`src/rtl/seg7_pkg.sv`:
```
// seg7_pkg: segment bit map, blank/anode-off constants and the hex-to-segment
// decoder shared by the 7-segment scan driver.
package seg7_pkg;

   localparam int SEG_DP = 7;
   localparam int SEG_A  = 6;
   localparam int SEG_G  = 0;

   localparam logic [6:0] SEG_BLANK = 7'h7F;
   localparam logic       AN_OFF    = 1'b1;

   // Active-low a..g pattern for one hex nibble (bit 6 = a, bit 0 = g).
   function automatic logic [6:0] seg7_decode(input logic [3:0] nib);
      logic [6:0] seg;
      case (nib)
         4'h0:    seg = 7'h01;
         4'h1:    seg = 7'h4F;
         4'h2:    seg = 7'h12;
         4'h3:    seg = 7'h06;
         4'h4:    seg = 7'h4C;
         4'h5:    seg = 7'h24;
         4'h6:    seg = 7'h20;
         4'h7:    seg = 7'h0F;
         4'h8:    seg = 7'h00;
         4'h9:    seg = 7'h04;
         4'hA:    seg = 7'h08;
         4'hB:    seg = 7'h60;
         4'hC:    seg = 7'h31;
         4'hD:    seg = 7'h42;
         4'hE:    seg = 7'h30;
         4'hF:    seg = 7'h38;
         default: seg = SEG_BLANK;
      endcase
      return seg;
   endfunction

endpackage

```
`src/rtl/seg7_prescaler.sv`:
```
// seg7_prescaler: per-slot cycle counter; flags the last cycle of a slot and
// the dead-time cycles at its start.
module seg7_prescaler #(
   parameter int DIV   = 1000,
   parameter int BLANK = 1
) (
   input  logic clk,
   input  logic rst,
   output logic tc,
   output logic in_blank
);

   localparam int CNT_W = $clog2(DIV);

   logic [CNT_W-1:0] r_cnt;

   assign tc       = (r_cnt == CNT_W'(DIV - 1));
   assign in_blank = (r_cnt < CNT_W'(BLANK));

   // Slot cycle counter, wraps on terminal count.
   always_ff @(posedge clk) begin
      if (rst) begin
         r_cnt <= '0;
      end else if (tc) begin
         r_cnt <= '0;
      end else begin
         r_cnt <= r_cnt + CNT_W'(1);
      end
   end

endmodule

```
`src/rtl/seg7_scan_driver.sv`:
```
// seg7_scan_driver: double-buffered, time-multiplexed N-digit common-anode
// 7-segment driver. Define SEG7_LZB_EN to enable leading-zero blanking.
module seg7_scan_driver
   import seg7_pkg::*;
#(
   parameter int N_DIGITS  = 4,
   parameter int SCAN_DIV  = 1000,
   parameter int BLANK_CYC = 1
) (
   input  logic                    clk,
   input  logic                    rst,
   input  logic [4*N_DIGITS-1:0]   value,
   input  logic [N_DIGITS-1:0]     dp,
   input  logic                    load,
   output logic [7:0]              segout,
   output logic [N_DIGITS-1:0]     an,
   output logic                    frame_tick
);

   localparam int IDX_W = (N_DIGITS > 1) ? $clog2(N_DIGITS) : 1;
   localparam logic [IDX_W-1:0] IDX_LAST = IDX_W'(N_DIGITS - 1);

   logic                  w_tc;
   logic                  w_in_blank;
   logic                  w_wrap;
   logic [IDX_W-1:0]      r_idx;
   logic [4*N_DIGITS-1:0] r_act_val;
   logic [N_DIGITS-1:0]   r_act_dp;
   logic [4*N_DIGITS-1:0] r_pend_val;
   logic [N_DIGITS-1:0]   r_pend_dp;
   logic                  r_pend_v;
   logic [N_DIGITS-1:0]   w_lzb;
   logic [3:0]            w_nib;
   logic [7:0]            w_seg;
   logic [N_DIGITS-1:0]   w_an;

   seg7_prescaler #(
      .DIV   (SCAN_DIV),
      .BLANK (BLANK_CYC)
   ) u_prescaler (
      .clk      (clk),
      .rst      (rst),
      .tc       (w_tc),
      .in_blank (w_in_blank)
   );

   assign w_wrap = w_tc && (r_idx == IDX_LAST);

`ifdef SEG7_LZB_EN
   // Blank the run of zero nibbles from the MSD down; digit 0 always shows.
   function automatic logic [N_DIGITS-1:0] lzb_mask(input logic [4*N_DIGITS-1:0] v);
      logic [N_DIGITS-1:0] m;
      logic                lead;
      m    = '0;
      lead = 1'b1;
      for (int i = N_DIGITS - 1; i >= 0; i--) begin
         if (lead && (i != 0) && (v[4*i +: 4] == 4'h0)) begin
            m[i] = 1'b1;
         end else begin
            m[i] = 1'b0;
            lead = 1'b0;
         end
      end
      return m;
   endfunction

   assign w_lzb = lzb_mask(r_act_val);
`else
   assign w_lzb = '0;
`endif

   // Segment/anode pattern for the current slot, from the active buffer.
   always_comb begin
      w_nib = r_act_val[{r_idx, 2'b00} +: 4];
      w_seg = {1'b1, SEG_BLANK};
      w_an  = {N_DIGITS{AN_OFF}};
      if (!w_in_blank) begin
         w_an[r_idx]   = ~AN_OFF;
         w_seg[SEG_DP] = ~r_act_dp[r_idx];
         if (w_lzb[r_idx]) begin
            w_seg[SEG_A:SEG_G] = SEG_BLANK;
         end else begin
            w_seg[SEG_A:SEG_G] = seg7_decode(w_nib);
         end
      end else begin
         w_seg = {1'b1, SEG_BLANK};
         w_an  = {N_DIGITS{AN_OFF}};
      end
   end

   // Digit index, pending buffer capture and frame-boundary transfer.
   always_ff @(posedge clk) begin
      if (rst) begin
         r_idx      <= '0;
         r_act_val  <= '0;
         r_act_dp   <= '0;
         r_pend_val <= '0;
         r_pend_dp  <= '0;
         r_pend_v   <= 1'b0;
      end else begin
         if (w_tc) begin
            r_idx <= (r_idx == IDX_LAST) ? '0 : r_idx + IDX_W'(1);
         end
         if (w_wrap && r_pend_v) begin
            r_act_val <= r_pend_val;
            r_act_dp  <= r_pend_dp;
         end
         // A load on the boundary cycle stays pending for the next frame.
         if (load) begin
            r_pend_val <= value;
            r_pend_dp  <= dp;
            r_pend_v   <= 1'b1;
         end else if (w_wrap) begin
            r_pend_v <= 1'b0;
         end
      end
   end

   // Output registers.
   always_ff @(posedge clk) begin
      if (rst) begin
         segout     <= 8'hFF;
         an         <= {N_DIGITS{AN_OFF}};
         frame_tick <= 1'b0;
      end else begin
         segout     <= w_seg;
         an         <= w_an;
         frame_tick <= w_wrap;
      end
   end

endmodule

```
`config.mk`:
```
export PLATFORM = sky130hd
export DESIGN_NAME = seg7_scan_driver
export DESIGN_NICKNAME = d
export VERILOG_FILES = /design/src/rtl/seg7_pkg.sv /design/src/rtl/seg7_prescaler.sv /design/src/rtl/seg7_scan_driver.sv
export SDC_FILE = /design/constraint.sdc
export NUM_CORES = 1
export LEC_CHECK = 0
export ABC_AREA = 1
export ABC_CLOCK_PERIOD_IN_PS = 1600
export BUFFER_PORTS_ARGS = -buffer_cell sky130_fd_sc_hd__clkbuf_2
export CORE_MARGIN = 2
export CORE_UTILIZATION = 51
export CTS_BUF_LIST = sky130_fd_sc_hd__clkbuf_4 sky130_fd_sc_hd__clkbuf_8 sky130_fd_sc_hd__clkbuf_16
export DETAILED_ROUTE_END_ITERATION = 7
export PLACE_DENSITY = 0.85
export SLEW_MARGIN = 20
export SYNTH_ARGS = -nofsm -noshare
export SYNTH_HDL_FRONTEND = slang
export SYNTH_SLANG_ARGS = --single-unit
```
`constraint.sdc`:
```
create_clock -name clk -period 1.6 [get_ports clk]
set_input_delay 0.16 -clock clk [delete_from_list [all_inputs] [get_ports clk]]
set_output_delay 0.16 -clock clk [all_outputs]
set_load 0.02 [all_outputs]
```
==> impl_summary.md, run 1 <==
Global route
The initial antenna violation count is 0. Entering global routing, the biggest net connects 42 pins. The number of global-route vias before repair came to 2,420. The total congestion overflow is 0. In the global route stage, overall resource usage came out at 20.4%. The first global-routing pass estimated 10,100 um of wire.

Clock tree
The depth of the CTS H-tree is 3. TritonCTS built the clock tree. The clock reaches the later pin of the worst-skew pair after 0.34 ns. The number of clock buffers added by TritonCTS is 9. CTS placed an instance of clkbuf_8 at the clock tree root. For this design, the sink count on the clock tree is 66. In this run the deepest clock path goes through 2 buffers. The register clock-pin slew on the reported worst setup and hold paths is 0.07 ns.

Finish
The final layout contains 481 nets. The count of cells in the finished layout, fillers not included, comes to 523. The cell area after layout is 3490 um2. From synthesis to final layout, the design area changed by 21.0%. Once layout is complete, the utilization of the core stands at 63.7%. The number of antenna diodes in the final layout is 0.

Cells with a size suffix above 1 make up 22.0% of the layout.

Power and ir drop
The analysis attributes to cell leakage a power of 1.51 nW. The clock network is responsible for 39.9% of the overall power. The power density over cell area is 928 nW/um2. The cell-internal power is 2.44 mW.

Combinational cells account for 7.0% of the total power. The completed layout was analyzed and its total power is 3.24 mW. Net switching is 24.8% of the power. The net switching power is 803 uW.

The worst-case IR drop observed on VDD is 0.000604 V. In this run, flip-flops and latches consume 53.2% of the power.

Place
The number of port buffers is 35. Once placement completed, the tool counted placed cells totaling 500. After detailed placement, the total cell area comes to 3210 um2.

Before CTS, the worst setup slack after placement is -0.0349 ns. After legalization and detailed placement, the total HPWL measured 3950 um. The congestion estimate from routability-driven global placement came to 0.886.

Floorplanning
The die is 79.2 um tall. The site row count is 27. In this run the horizontal extent of the chip is 79.2 um.

The initial standard-cell utilization of the core is 52.7%. The area of the die is 6270 um2. 36 I/O pins were placed. The core region is 5470 um2.

Yosys
The compound-cell area share of the yosys netlist is 9.64%. The register bit count reported by yosys is 66. Synthesis produced a netlist whose cell count is 393. The synthesized netlist net count is 428. After synthesis, the netlist uses 27 different library cells. Summing the areas of all xor and xnor instances in the mapped netlist gives 0% of the synthesized area. The mux cell area share after synthesis is 0%.

Summing the areas of all and, or, nand and nor instances in the mapped netlist gives 30.6% of the synthesized area. Yosys printed 0 warnings. The main combinational cell family by area after synthesis is simple AND/OR/NAND/NOR gates. In this run the mean area of a mapped cell was 7.34 um2. The post-synthesis adder-cell area fraction is 5.21%. The mapped netlist covers 2880 um2. The share of synthesized area occupied by flip-flops and latches is 45.8%.

Routing
For this block, the initial DRC count from the detailed router was 88. The aggregate routed wire length is 5790 um. The detailed-routing iteration count for the pre-antenna-repair pass is 5.

The routed length per instance is 11.1 um. Using the TritonRoute via totals, the vias-per-cell ratio works out to 4.94. The via count of the routed design is 2,582.

The remaining antenna violation count is 0. For this run, design rule violations remaining after detail routing come to 0.

Run
The number of max-cap violations is 0.

Timing
Setup violations remaining at the end of the flow were counted as 0. The final total negative setup slack is 0 ns. At the pin with the least slew margin, the transition time is 0.455 ns.

The final hold violation count is 0. The final setup skew is 0.00926 ns. The headroom to the max-slew limit is 69.4%.

The time the worst path needs with I/O delays and setup is 1.49 ns. The final count of pins violating max slew was 0. The worst path uses 93.4% of the clock period. Once routing completed, OpenROAD measured the worst setup slack at 0.106 ns. Final hold analysis gives a worst-case slack of 0.0390 ns. Based on the critical path, the design can be clocked at up to 669 MHz.

Hold path
The cell count of the worst hold path is 2. The startpoint identified for the worst hold timing path is rst. The kind of path behind the tightest hold check is in -> reg.

Outcome
The flow ran to the end, and the final reports show no timing, DRC or antenna violations.

Setup path
The start of the worst register-to-register path is u_prescaler.r_cnt[0]. At the worst endpoint, the required time is 1.82 ns. The count of cells along the worst register-to-register path is 8. The kind of start point of the critical path is a flip-flop.

The worst-path maximum fanout is 7. The most critical setup path has its startpoint at u_prescaler.r_cnt[0]. The critical path is of the reg -> reg type.

The endpoint arrival time on the critical path is 1.72 ns. The kind of end point of the critical path is a flip-flop.
## worst max-delay path: stages, from the launching register on
cell and delay (ns):
dfxtp_1 0.34, ha_2 0.20, nand2_1 0.07, nor2_2 0.12, nand3_4 0.14, buf_4 0.16, buf_4 0.12, o21ai_0 0.14
a21oi_1 0.08
## power groups by stage
| stage | sequential [mW] | combinational [mW] | clock (mW) |
|---|---|---|---|
| after global placement | 1.76 | 0.218 | 0 |
| after floorplan | 1.78 | 0.126 | 0 |
| final | 1.72 | 0.226 | 1.29 |
| after global routing | 1.73 | 0.258 | 1.40 |
| after detailed placement | 1.76 | 0.225 | 0 |
| after CTS | 1.72 | 0.226 | 1.33 |
## worst paths after layout
path	end	slack (ns)
max reg2reg	r_pend_v	0.11
min reg2reg	r_pend_val[3]	0.46
max	r_pend_v	0.11
min	r_pend_v	0.04
## layout by cell type, fill, tap and decap left out, drive strengths merged
master,synthesis,layout
clkinv,1,3
nor3b,1,1
clkinvlp,0,2
dfxtp,66,66
nor2,56,56
o21ai,24,24
nor3,7,7
ha,12,12
a21oi,30,30
nand4,3,3
buf,8,23
inv,43,44
a22oi,1,1
clkbuf,8,46
nand3,49,49
nand2,81,81
nand3b,2,2
nor4,1,1
## flip-flops by register name, indices dropped and copies added (netlist names)
name / count
segout: 8
an: 4
r_act_dp: 4
r_pend_v: 1
r_pend_dp: 4
frame_tick: 1
r_act_val: 16
u_prescaler.r_cnt: 10
r_pend_val: 16
r_idx: 2
## cells in the mapped netlist
master / number / area share (%)
buf_2: 2 / 0.35
clkinv_1: 1 / 0.13
nor2_1: 53 / 6.9
nor2_2: 2 / 0.43
inv_1: 37 / 4.8
nand4_1: 3 / 0.65
o21ai_0: 23 / 4.0
nor3b_1: 1 / 0.26
buf_4: 2 / 0.52
nor4_1: 1 / 0.22
a21oi_1: 30 / 5.2
buf_1: 2 / 0.26
a22oi_1: 1 / 0.26
nor3_1: 6 / 1.0
nand3b_1: 2 / 0.52
clkbuf_1: 8 / 1.0
nand3_1: 48 / 8.3
nor2_4: 1 / 0.39
buf_6: 2 / 0.78
o21ai_1: 1 / 0.17
nand2_1: 79 / 10
ha_1: 12 / 5.2
dfxtp_1: 66 / 46
nor3_4: 1 / 0.56
inv_2: 6 / 0.78
nand2_2: 2 / 0.43
nand3_4: 1 / 0.61
## cell families after synthesis
group	Yosys count
AOI/OAI and AO/OA	55
adders and majority gates	12
buffers and inverters	60
DFF	66
and+or+nand+nor	200
## cell type report
| class | instances | area (um2) |
|---|---|---|
| multi-input cells | 267 | 1340 |
| clock buffers | 11 | 151 |
| flip-flops and latches | 66 | 1330 |
| inverters | 44 | 165 |
| clock inverters | 5 | 37.5 |
| fillers | 477 | 1980 |
| well taps | 72 | 90.1 |
| repair buffers | 58 | 373 |
## metal layers
metal  wire (um)  vias to the layer above  track usage, %
met5           0                        -               0
met4         134                        0            12.1
met3         203                       13            4.43
met2        2790                       56            33.9
met1        2660                     1139            24.0
li1            -                     1374               -
## repair_timing
item	in CTS	in global routing
pin swaps	0	3
hold endpoints to repair	0	0
endpoints found under the setup margin	4	27
hold buffers	0	0
resized for setup	2	12
setup buffers	0	7
(Power assumes the default switching activity.)
==> run 2, diff against run 1 <==
Settings changed: PLACE_DENSITY 0.85 to 0.75.
==> run 2 against run 1 <==
Effect of this change:
- die area stayed put
- clock-buffer cell count is 2 lower
- critical path depth is 2 higher
- non-clock buffer count is 6 lower
- fmax is 0.23% higher
- largest power group unchanged
==> impl_summary.md, run 2 (synthesized netlist as in run 1, its figures left out) <==
Finish
Relative to the synthesized area, the layout overhead comes to 20.8%. Leaving out fill and tap cells, the most frequent cell in the layout is nand2_1. The area of the multi-input gates is 1360 um2 (+0.93%). The filler cell count in the final layout is 506 (+6.1%).

The largest registers in the layout are r_act_val x16, r_pend_val x16, u_prescaler.r_cnt x10. The number of cells in the finished layout apart from fillers is 517 (-1.1%). The share of cells above drive strength 1 is 21.1% (-0.83 points). The flip-flop and latch area is 1320 um2 (-0.28%). The antenna diode count was 0 (unchanged).

The post-layout net count is 475 (-1.2%). Leaving out fill and tap cells, the most frequent cells in the layout are nand2_1, dfxtp_1, nor2_1. The final core area utilization was 63.6% (-0.11 points).

Floorplanning
The number of primary I/O pins came to 36 (unchanged). The area of the core came to 5470 um2 (unchanged). The chip height is 79.2 um (unchanged). The initial standard-cell utilization of the core is 52.7% (unchanged).

The die extent in x is 79.2 um (unchanged). The area of the die was 6270 um2 (unchanged). The site row count is 27 (unchanged).

Setup path
The worst setup path is of the reg -> reg kind. The worst register-to-register path begins at r_idx[0]. In this run the worst setup path begins at r_idx[0]. The critical path data required time was 1.84 ns (+0.02 ns). The worst setup path is captured at a flip-flop. The worst-path maximum fanout is 5 (-2). STA classifies the critical path startpoint as a flip-flop. The endpoint arrival time on the critical path is 1.73 ns (about the same).

Timing
The headroom to the max-slew limit is 73.2% (+3.7 points). The time the worst path needs with I/O delays and setup came to 1.49 ns (-0.00337 ns). The timing-limited maximum frequency is 671 MHz (+0.23%).

The transition time at the pin with the least slew margin came to 0.399 ns (-0.0555 ns). The final count of pins violating max slew is 0 (unchanged). The final hold violation count was 0 (unchanged). The post-route fraction of the period consumed by the critical path is 93.2% (-0.21 points). The final setup skew is 0.00713 ns (-0.00212 ns). The smallest setup slack after layout is 0.109 ns (+0.00337 ns). The final-report setup violation count is 0 (unchanged).

Setup repair after global routing could not meet its margin everywhere.

Routing
The remaining antenna violation count was 0 (unchanged). The routed length per instance is 10.8 um (-2.6%). The aggregate routed wire length came to 5570 um (-3.7%). The initial DRC count came to 70 (-20%). The post-detailed-route via-to-cell ratio is 4.93 (-0.21%). The number of remaining DRC errors came to 0 (unchanged). The via count of the routed design came to 2,547 (-1.4%). The detailed-routing iteration count for the pre-antenna-repair pass is 5 (unchanged).

Clock tree
The worst-skew pair later-pin latency was 0.35 ns (about the same). The register clock-pin slew on the reported worst setup and hold paths was 0.07 ns (about the same). The maximum number of buffers from clock root to sink is 2 (unchanged).

The TritonCTS clock tree is done. The number of buffers added by the clock tree synthesis step is 9 (unchanged). The depth of the CTS H-tree was 3 (unchanged). The library cell used as clock root buffer is clkbuf_8. The CTS sink count was 66 (unchanged).

Place
The final weighted congestion in routability-driven placement came to 0.933 (+5.3%). The placement-stage worst setup slack is 0.0169 ns (+0.0518 ns). The number of port buffers was 35 (unchanged). The estimated wirelength of the detail-placed design is 3970 um (+0.33%).

The number of placed cells counting well taps was 498 (-0.40%).

Global route
The total congestion overflow is 0 (unchanged). The combined global-route utilization of all metal layers came to 19.4% (-0.93 points). The global-route wire length before repair is 9610 um (-4.8%). The pin count of the biggest net entering global routing is 37 (-12%). The initial antenna violation count was 0 (unchanged).

The number of global-route vias before repair was 2,321 (-4.1%).

Power and ir drop
The static leakage is 1.49 nW (-0.83%). The power density over cell area is 992 nW/um2 (+6.8%). The worst supply voltage drop on vdd was 0.000957 V (+58%).

Hold path
The kind of path behind the tightest hold check is in -> reg. The hold path startpoint is rst.

Run
The number of max-cap violations came to 0 (unchanged).

Outcome
The flow ran to the end, and the final reports show no timing, DRC or antenna violations.
[run 2: routing by layer]
metal	routed length, um	up-vias	global-route usage, %	share of wire, %
li1	-	1357	-	-
met1	2660	1099	22.6	48
met2	2490	70	31.5	45
met4	160	0	14.3	2.9
met3	263	21	3.98	4.7
met5	0	-	0	0
[run 2: cell type report]
cell class / instances / area share (%)
tap: 72 / 2.59
timing repair buffer: 52 / 9.45
inverter: 44 / 4.74
sequential: 66 / 38.0
clock inverter: 7 / 2.69
clock buffer: 9 / 3.56
multi-input combinational: 267 / 39.0
[run 2: report_power, final]
group | total [mW] | switching (mW) | internal, mW
combinational | 0.224 | 0.141 | 0.0833
sequential | 1.72 | 0.0185 | 1.70
clock | 1.51 | 0.634 | 0.873
[run 2: worst paths after layout]
kind / cells after the start / to / slack (ns)
setup / recovery: 10 / segout[1] / 0.11
hold / removal: 2 / r_pend_v / 0.03
setup reg to reg: 10 / segout[1] / 0.11
hold reg to reg: 2 / r_pend_val[11] / 0.46
[run 2: timing repair]
| action | CTS | global route |
|---|---|---|
| setup endpoints to repair | 1 | 27 |
| buffers inserted | 0 | 2 |
| pin swaps | 0 | 4 |
| gates cloned | 0 | 1 |
| resized for setup | 1 | 14 |
| hold buffers | 0 | 0 |
[run 2: worst max-delay path, cell delays in order (launching register included)]
cell and delay, ns:
dfxtp_2 0.35, buf_6 0.13, nand2_1 0.07, nand3_1 0.10, nand2_2 0.15, inv_2 0.06, ha_1 0.24, nand3_2 0.11
o21ai_1 0.08, nand2_1 0.06, nand2_1 0.05
[run 2: stage by stage]
stage / total power, mW / setup TNS (ns) / cell area [um2] / hold slack, ns
global route: 3.59 / -0.0822 / 3480 / 0.0316
floorplan: 1.91 / 0 / 2880 / 0.229
finish: 3.45 / 0 / 3480 / 0.0336
detailed placement: 1.99 / 0 / 3190 / 0.394
global placement: 1.98 / 0 / 3190 / 0.392
CTS: 3.49 / 0 / 3410 / 0.0209
==> run 3, diff against run 2 <==
Settings changed: ABC_CLOCK_PERIOD_IN_PS 1600 to 1740, CORE_UTILIZATION 51 to 61, CTS_CLUSTER_DIAMETER from default to 80, PLACE_DENSITY 0.75 to 0.84, RECOVER_POWER from default to 50.
Clock period 1.6 ns to 1.74 ns, I/O delays scaled along.
==> run 3 against run 2 <==
Effect of this change:
- setup slack improved by 0.029 ns
- via count increased by 1.7%
- fmax decreased by 6.9%
- critical endpoint is now segout[0]
- core utilization increased by 8.5 points
- clock skew decreased by 0.0011 ns
- sequential cell count unchanged
- sequential power decreased by 8%
==> impl_summary.md, run 3 (synthesized netlist as in run 1, its figures left out) <==
Timing
The headroom to the max-slew limit came to 57.4% (-16 points). The transition time at the pin with the least slew margin came to 0.640 ns (+0.240 ns). The post-route worst hold slack was 0.105 ns (+0.0718 ns). The smallest setup slack after layout is 0.138 ns (+0.0290 ns). The final hold violation count is 0 (unchanged). The final-report setup violation count is 0 (unchanged).

The final total negative setup slack was 0 ns (unchanged). The time the worst path needs with I/O delays and setup is 1.60 ns (+0.111 ns). The timing-limited maximum frequency is 624 MHz (-6.9%). The post-route fraction of the period consumed by the critical path is 92.1% (-1.1 points). The final count of pins violating max slew is 0 (unchanged). The final setup skew is 0.00606 ns (-0.00107 ns).

Place
The number of port buffers is 35 (unchanged). The placement-stage worst setup slack is 0.0230 ns (+0.00615 ns). The standard cell area after detailed placement is 3120 um2 (-2.4%). The number of placed cells counting well taps is 476 (-4.4%). The estimated wirelength of the detail-placed design came to 3920 um (-1.3%). The final weighted congestion in routability-driven placement is 0.984 (+5.4%).

Routing
The number of remaining DRC errors came to 0 (unchanged). The detailed-routing iteration count for the pre-antenna-repair pass is 7 (+2). The initial DRC count is 135 (+93%). The remaining antenna violation count is 0 (unchanged). The routed length per instance is 11.3 um (+5.0%). The via count of the routed design is 2,590 (+1.7%). The aggregate routed wire length is 5590 um (+0.34%).

The post-detailed-route via-to-cell ratio is 5.24 (+6.4%).

Global route
The total congestion overflow is 0 (unchanged). The global-route wire length before repair is 9580 um (-0.28%). The combined global-route utilization of all metal layers was 23.2% (+3.8 points). The pin count of the biggest net entering global routing is 42 (+14%).

The number of global-route vias before repair was 2,285 (-1.6%). The initial antenna violation count is 0 (unchanged).

Setup path
STA classifies the critical path startpoint as a flip-flop. The endpoint arrival time on the critical path is 1.83 ns (+0.10 ns). The worst setup path is captured at a flip-flop. The worst-path maximum fanout was 11 (+6). The category of the most critical setup path is reg -> reg. The critical path data required time is 1.96 ns (+0.12 ns).

Run
The number of max-cap violations came to 0 (unchanged).

Clock tree
The CTS sink count was 66 (unchanged). The number of buffers added by the clock tree synthesis step came to 9 (unchanged). The maximum number of buffers from clock root to sink was 2 (unchanged). The worst-skew pair later-pin latency came to 0.34 ns (about the same).

The number of hold-repair buffers added at the cts stage was 0 (unchanged). The register clock-pin slew on the reported worst setup and hold paths is 0.07 ns (about the same). The depth of the CTS H-tree is 3 (unchanged).

TritonCTS built the clock tree. The library cell used as clock root buffer is clkbuf_8.

Finish
The final core area utilization is 72.1% (+8.5 points). The largest registers in the layout are r_act_val x16, r_pend_val x16, u_prescaler.r_cnt x10. The library cell used most frequently in the layout, excluding fill and tap cells, is nand2_1. The number of cells in the finished layout apart from fillers is 494 (-4.4%).

The antenna diode count is 0 (unchanged). Relative to the synthesized area, the layout overhead comes to 15.8%. The cell area after layout is 3340 um2 (-4.1%). The share of cells above drive strength 1 is 14.5% (-6.6 points). The post-layout net count is 470 (-1.1%). The library cells used most frequently in the layout, excluding fill and tap cells, are nand2_1, dfxtp_1, nor2_1.

Floorplanning
The chip height is 72.7 um (-8.1%). The site row count is 25 (-7.4%). The area of the die was 5290 um2 (-16%). The number of primary I/O pins is 36 (unchanged). The initial standard-cell utilization of the core came to 62.3% (+9.6 points). The die extent in x is 72.7 um (-8.1%).

The area of the core came to 4630 um2 (-15%).

Power and ir drop
The static leakage is 1.43 nW (-4.1%). The worst supply voltage drop on vdd is 0.000604 V (-37%). The power density over cell area is 961 nW/um2 (-3.1%). The total power draw is 3.21 mW (-7.1%).

Hold path
The worst hold path belongs to the class in -> reg.

Outcome
The flow ran to the end, and the final reports show no timing, DRC or antenna violations.
## run 3: changes by cell type in the layout (fill, tap and decap cells not counted), sizes merged
cell | previous run | this run
clkinvlp | 2 | 1
buf | 17 | 11
clkinv | 4 | 3
clkbuf | 44 | 47
## run 3: what timing repair did
item                       in CTS  in global routing
resized for setup               1                  3
pin swaps                       0                  2
setup endpoints to repair       2                  7
setup buffers                   0                  2
## run 3: critical path, stage by stage (launching register included)
cell	delay [ns]
dfxtp_2	0.39
inv_2	0.11
nand2_1	0.08
nand3_1	0.09
nand2_2	0.15
inv_1	0.10
ha_1	0.23
nand3_1	0.14
nand3_1	0.09
nand2_1	0.07
nand2_1	0.04
## run 3: path summary, 6_finish.rpt
path                 start  cells past startpoint              to  slack [ns]
max               r_idx[0]                     10       segout[0]        0.14
min              value[11]                      3  r_pend_val[11]        0.11
max reg2reg       r_idx[0]                     10       segout[0]        0.14
min reg2reg  r_pend_val[7]                      2   r_pend_val[7]        0.46
## run 3: final cells by class
type,count,area [um2]
clock buffer,11,145
clock inverter,5,77.6
fill,377,1290
inverter,44,165
multi-input combinational,267,1320
sequential,66,1320
tap,54,67.6
timing repair buffer,47,244
## run 3: where the power goes
part / internal (mW) / switching (mW) / total [mW]
clock network: 0.857 / 0.569 / 1.43
registers: 1.57 / 0.0180 / 1.58
logic: 0.0687 / 0.130 / 0.199
## run 3: per-layer routing
metal	up-vias	share of wire, %	GRT usage [%]
li1	1353	-	-
met3	18	5.5	4.42
met5	-	0	0
met4	0	3.3	13.8
met2	80	48	39.6
met1	1139	43	27.1
